--- config.mk ---
export PLATFORM = sky130hd
export DESIGN_NAME = apb_master_bridge
export DESIGN_NICKNAME = d
export VERILOG_FILES = /design/src/rtl/apb_master_bridge.sv
export SDC_FILE = /design/constraint.sdc
export NUM_CORES = 1
export LEC_CHECK = 0
export ABC_AREA = 1
export ABC_CLOCK_PERIOD_IN_PS = 1600
export BUFFER_PORTS_ARGS = -buffer_cell sky130_fd_sc_hd__buf_2
export CAP_MARGIN = 20
export CELL_PAD_IN_SITES_DETAIL_PLACEMENT = 2
export CELL_PAD_IN_SITES_GLOBAL_PLACEMENT = 2
export CORE_AREA = 3 3 177 179
export CTS_CLUSTER_DIAMETER = 100
export DETAILED_ROUTE_END_ITERATION = 6
export DIE_AREA = 0 0 180 182
export HOLD_SLACK_MARGIN = 0.06
export PLACE_DENSITY_LB_ADDON = 0.1
export SLEW_MARGIN = 20
export SYNTH_ARGS = -nofsm -noshare
export SYNTH_HDL_FRONTEND = slang
export SYNTH_SLANG_ARGS = --single-unit
--- constraint.sdc ---
create_clock -name pclk -period 1.6 [get_ports pclk]
set_clock_uncertainty 0.2 [all_clocks]
set_input_delay 0.32 -clock pclk [delete_from_list [all_inputs] [get_ports pclk]]
set_output_delay 0.32 -clock pclk [all_outputs]
set_load 0.02 [all_outputs]
--- src/rtl/apb_master_bridge.sv ---
// APB4 initiator: turns single-beat valid/ready requests into SETUP/ACCESS transfers
// to one-hot selected responders, with a held response channel and an ACCESS-phase timeout.
module apb_master_bridge #(
  parameter int APB_AW  = 32,
  parameter int DW      = 32,
  parameter int SLV_CNT = 4,
  parameter int SEL_LSB = 12,
  parameter int TIMEOUT = 16
) (
  input  logic                          pclk,
  input  logic                          preset,
  input  logic                          req_valid,
  output logic                          req_ready,
  input  logic                          req_write,
  input  logic [APB_AW-1:0]             req_addr,
  input  logic [DW-1:0]                 req_wdata,
  input  logic [DW/8-1:0]               req_strb,
  input  logic [2:0]                    req_prot,
  output logic                          rsp_valid,
  input  logic                          rsp_ready,
  output logic [DW-1:0]                 rsp_rdata,
  output logic                          rsp_err,
  output logic                          rsp_timeout,
  output logic [SLV_CNT-1:0]            psel,
  output logic                          penable,
  output logic                          pwrite,
  output logic [APB_AW-1:0]             paddr,
  output logic [DW-1:0]                 pwdata,
  output logic [DW/8-1:0]               pstrb,
  output logic [2:0]                    pprot,
  input  logic [SLV_CNT-1:0][DW-1:0]    prdata,
  input  logic [SLV_CNT-1:0]            pready,
  input  logic [SLV_CNT-1:0]            pslverr
);

  localparam int SW = DW / 8;
  localparam int IW = (SLV_CNT > 1) ? $clog2(SLV_CNT) : 1;
  localparam int TW = (TIMEOUT > 2) ? $clog2(TIMEOUT) : 1;
  localparam logic [TW-1:0] TMAX = TW'((TIMEOUT > 0) ? TIMEOUT - 1 : 0);

  typedef enum logic [1:0] {IDLE, SETUP, ACCESS, RESP} state_t;

  state_t              state_q, state_d;
  logic [IW-1:0]       idx_q, idx_d;
  logic [TW-1:0]       timer_q, timer_d;
  logic [IW-1:0]       req_idx;
  logic                handshake;
  logic                sel_ready, sel_err, timeout_hit;
  logic [DW-1:0]       sel_rdata;

  logic                req_ready_d, rsp_valid_d, rsp_err_d, rsp_timeout_d;
  logic [DW-1:0]       rsp_rdata_d, pwdata_d;
  logic [SLV_CNT-1:0]  psel_d;
  logic                penable_d, pwrite_d;
  logic [APB_AW-1:0]   paddr_d;
  logic [SW-1:0]       pstrb_d;
  logic [2:0]          pprot_d;

  assign req_idx     = req_addr[SEL_LSB +: IW];
  assign handshake   = req_valid && req_ready;
  assign sel_ready   = pready[idx_q];
  assign sel_err     = pslverr[idx_q];
  assign sel_rdata   = prdata[idx_q];
  assign timeout_hit = (TIMEOUT != 0) && (timer_q == TMAX);

  always_ff @(posedge pclk) begin
    if (preset) state_q <= IDLE;
    else        state_q <= state_d;
  end

  always_comb begin
    state_d = state_q;
    case (state_q)
      IDLE:    if (handshake) state_d = SETUP;
      SETUP:   state_d = ACCESS;
      ACCESS:  if (sel_ready || timeout_hit) state_d = RESP;
      RESP:    if (rsp_ready) state_d = IDLE;
      default: state_d = IDLE;
    endcase
  end

  // Next values of every registered output; request fields hold once latched.
  always_comb begin
    idx_d         = idx_q;
    timer_d       = timer_q;
    req_ready_d   = (state_d == IDLE);
    rsp_valid_d   = rsp_valid;
    rsp_rdata_d   = rsp_rdata;
    rsp_err_d     = rsp_err;
    rsp_timeout_d = rsp_timeout;
    psel_d        = psel;
    penable_d     = penable;
    pwrite_d      = pwrite;
    paddr_d       = paddr;
    pwdata_d      = pwdata;
    pstrb_d       = pstrb;
    pprot_d       = pprot;
    case (state_q)
      IDLE: begin
        if (handshake) begin
          idx_d     = req_idx;
          timer_d   = '0;
          paddr_d   = req_addr;
          pwrite_d  = req_write;
          pwdata_d  = req_wdata;
          pstrb_d   = req_write ? req_strb : '0;
          pprot_d   = req_prot;
          psel_d    = SLV_CNT'(1) << req_idx;
          penable_d = 1'b0;
        end
      end
      SETUP: penable_d = 1'b1;
      ACCESS: begin
        timer_d = timer_q + 1'b1;
        // A responder completing in the last allowed cycle wins over the abort.
        if (sel_ready) begin
          psel_d        = '0;
          penable_d     = 1'b0;
          rsp_valid_d   = 1'b1;
          rsp_err_d     = sel_err;
          rsp_timeout_d = 1'b0;
          rsp_rdata_d   = pwrite ? '0 : sel_rdata;
        end else if (timeout_hit) begin
          psel_d        = '0;
          penable_d     = 1'b0;
          rsp_valid_d   = 1'b1;
          rsp_err_d     = 1'b1;
          rsp_timeout_d = 1'b1;
          rsp_rdata_d   = '0;
        end
      end
      RESP: if (rsp_ready) rsp_valid_d = 1'b0;
      default: ;
    endcase
  end

  always_ff @(posedge pclk) begin
    if (preset) begin
      idx_q       <= '0;
      timer_q     <= '0;
      req_ready   <= 1'b0;
      rsp_valid   <= 1'b0;
      rsp_rdata   <= '0;
      rsp_err     <= 1'b0;
      rsp_timeout <= 1'b0;
      psel        <= '0;
      penable     <= 1'b0;
      pwrite      <= 1'b0;
      paddr       <= '0;
      pwdata      <= '0;
      pstrb       <= '0;
      pprot       <= '0;
    end else begin
      idx_q       <= idx_d;
      timer_q     <= timer_d;
      req_ready   <= req_ready_d;
      rsp_valid   <= rsp_valid_d;
      rsp_rdata   <= rsp_rdata_d;
      rsp_err     <= rsp_err_d;
      rsp_timeout <= rsp_timeout_d;
      psel        <= psel_d;
      penable     <= penable_d;
      pwrite      <= pwrite_d;
      paddr       <= paddr_d;
      pwdata      <= pwdata_d;
      pstrb       <= pstrb_d;
      pprot       <= pprot_d;
    end
  end

endmodule

==> flow_summary.ini <==
[outcome]
outcome = finished, violations left
violations = setup timing

[final_layout]
drive_above_1_share = 0.393
fin_util = 0.347
fin_nets = 1537
area_growth_pct = 83.3
fin_cells = 1727

[route]
top_layer = met4
routedWlPerCell_um = 18.0
vias = 7449
wirelength_um = 31100
drc = 0
drt-met1-wl_um = 13300
dr_wl_met2_um = 15300
drt_iter0_drc = 221
ant_nets = 0
firstDrtPassIters = 4
viasPerCell = 4.31
wl_met3_um = 2170

[logic_synthesis]
yosys.area.top_type = dfxtp_1
synth_edf_count = 0
avgSynthCellArea_sq_um = 6.39
synth.area.top_cells = dfxtp_1 42%, nor2_1 23%, o21ai_0 12%, nand2_1 6.5%, a21oi_1 4.2%
synth_top_area_share = 0.423
synth_ff_type = dfxtp_1
yosys_warnings = 0
synth_nets = 1093
ys_types = 25
ys_ff_latch = 119
synth_seq_area_share = 0.423
synthCells = 880
syn_area_sq_mm = 0.00563
synthArstFlopShare = 0

[grt]
grt_overflow = 0
antenna_found_initial = 2
grt_max_degree = 48
grt_pass1_wl_um = 45300
grtUsageTotal = 0.171
grt_pass1_vias = 8134

[sta]
slew_headroom = 0.796
setup_slack_ns = -0.0586
setup-violations-final = 20
slew_viol_final = 0
max_freq_mhz = 603
tightest_slew_ns = 0.303
period_minus_slack_ns = 1.66
timing_hold_violations_final = 0
holdWs_ns = 0.0784
post-route-period-util = 1.04
rsz0062_at_grt = yes

[clock_network]
cts_buffers = 17
cts.clk_slew.worst_paths_ns = 0.06
htreeDepth = 4
cts_tree = built
cts_root_buf = clkbuf_16
clk_path_buf_depth = 2
clk_latency_ns = 0.42
clock-sinks = 119

[critical_path]
cp.arrival_ns = 1.82
rrSetupSlack_ns = -0.06
path_class = reg2reg
crit_required_ns = 1.76
crit_top_cell = nor2_1
crit_fanout = 8
endpoint_kind = flop
critPathBufInv = 2
cpMaxStageDelayCell = dfxtp_4
cp_slowest_stage_delay_ns = 0.42
crit_family = simple AND/OR/NAND/NOR gates
r2r_start = paddr[12]
startpoint_type = flop
reg2reg_to = rsp_rdata[18]
path_cells = nand2_1 -> nand3_4 -> nand3b_1 -> buf_6 -> clkbuf_16 -> a21oi_1 -> nor2_1 -> nor2_1
reg2reg_depth = 8

[hold_path]
hold_start = preset
hold_path.class = in2reg
min_path_cells = 3
holdPathEnd = timer_q[1]

[placement]
place_ws_ns = -0.0991
post-place-cells = 1587
io_buffer_count = 324
gp_congestion = 0.710
place_hpwl_um = 20100

[die]
num_io_pins = 325
initial_core_util = 0.189
die_area_sq_mm = 0.0328
core_sq_mm = 0.0297
die_w_um = 180
dieHeight_um = 182
fp-row-count = 63

[power_and_ir_drop]
power_density_mw_per_mm2 = 1080
power.leakage_nw = 5.15
vdd_ir_drop_max_mv = 0.476

[flow_run]
cap_violations = 0
[layout by cell type (no fill, tap or decap), types with 3 or more instances in the layout]
cell type | Yosys | layout
nor2_1 | 340 | 325
buf_2 | 25 | 322
o21ai_0 | 135 | 112
dfxtp_1 | 119 | 112
nand2_1 | 97 | 90
dlygate4sd3_1 | 0 | 72
inv_1 | 46 | 43
buf_4 | 4 | 36
clkbuf_16 | 0 | 30
a21oi_1 | 47 | 24
a21oi_2 | 0 | 23
buf_6 | 4 | 22
buf_12 | 0 | 17
o21ai_2 | 0 | 13
nor2_2 | 0 | 12
o21ai_1 | 1 | 11
nand3_1 | 12 | 9
nand2_4 | 0 | 5
dfxtp_2 | 0 | 5
inv_4 | 1 | 4
nand3_4 | 0 | 4
clkinv_2 | 0 | 4
nor3_1 | 4 | 4
nand4_1 | 4 | 4
nor2_4 | 0 | 3
nand2_2 | 3 | 3
nand2_8 | 0 | 3
clkbuf_8 | 0 | 3
[power breakdown]
group	switching (mW)	leakage (nW)	total (mW)	internal, mW
Combinational	2.16	3.89	3.83	1.67
Sequential	0.191	0.975	3.49	3.30
Clock	1.46	0.278	3.85	2.39
[cells by family after synthesis]
group / synth area share
AND/OR/NAND/NOR: 0.320
adder cells (fa/ha/maj): 0.00222
flip-flops: 0.423
buffers and inverters: 0.0883
AO/OA/AOI/OAI: 0.166
[per-layer routing]
metal | track usage | vias up
li1 | - | 3662
met1 | 0.207 | 3546
met2 | 0.292 | 227
met5 | 0 | -
met3 | 0.0643 | 14
met4 | 0.0356 | 0
[cells in the mapped netlist, types with 3 or more instances]
| library cell | instances |
|---|---|
| buf_4 | 4 |
| inv_1 | 46 |
| nor3_1 | 4 |
| nand2_2 | 3 |
| a21oi_1 | 47 |
| nand3_1 | 12 |
| nand2_1 | 97 |
| nor2_1 | 340 |
| o21ai_0 | 135 |
| dfxtp_1 | 119 |
| nand4_1 | 4 |
| inv_2 | 3 |
| clkbuf_1 | 26 |
| buf_6 | 4 |
| buf_2 | 25 |
[how the worst max path moves through the flow]
stage | slack, ns | from | end | cells past startpoint
finish | -0.06 | paddr[12] | rsp_rdata[18] | 8
global route | -0.18 | paddr[12] | rsp_rdata[6] | 8
detailed placement | -0.1 | paddr[12] | rsp_rdata[5] | 10
CTS | -0.03 | state_q[1] | pstrb[3] | 7
global placement | -0.07 | state_q[1] | rsp_rdata[24] | 6
floorplan | 0.005 | paddr[13] | rsp_rdata[10] | 10
[worst reg2reg max path: stages (launching register included)]
cell and delay, ns:
dfxtp_4 0.42, nand2_1 0.11, nand3_4 0.12, nand3b_1 0.11, buf_6 0.16, clkbuf_16 0.18
a21oi_1 0.17, nor2_1 0.06, nor2_1 0.07
[flip-flops by register name, indices dropped and copies added (netlist names)]
register / flops
rsp_err: 1
pstrb: 4
penable: 1
rsp_timeout: 1
timer_q: 4
paddr: 32
req_ready: 1
pwrite: 1
rsp_valid: 1
rsp_rdata: 32
pwdata: 32
psel: 4
state_q: 2
pprot: 3
[stage by stage]
step           setup TNS (ns)  instance area, sq um  power, mW
2_1_floorplan               0                  5630       5.11
3_3_place_gp            -1.94                  7970       6.39
3_5_place_dp            -3.08                  7970       6.43
4_1_cts                -0.127                  9400       10.6
5_1_grt                 -4.64                 10300       11.9
6_report               -0.412                 10300       11.2
[area by class of cell]
| cell class | instances | area (sq um) |
|---|---|---|
| clock inverters | 8 | 98.8 |
| flip-flops and latches | 119 | 2400 |
| multi-input cells | 651 | 3070 |
| clock buffers | 22 | 474 |
| inverters | 50 | 206 |
| well taps | 390 | 488 |
| fillers | 3554 | 19400 |
| diodes | 2 | 5.00 |
| repair buffers | 485 | 3570 |
[timing repair]
| action | CTS | global route |
|---|---|---|
| gates resized for setup | 26 | 132 |
| endpoints found under the setup margin | 45 | 115 |
| hold buffers | 72 | 0 |
| endpoints found under the hold margin | 73 | 0 |
| pin swaps | 1 | 34 |
| cloned | 1 | 19 |
| buffers inserted | 3 | 14 |
Power figures use the tool's default switching activity.
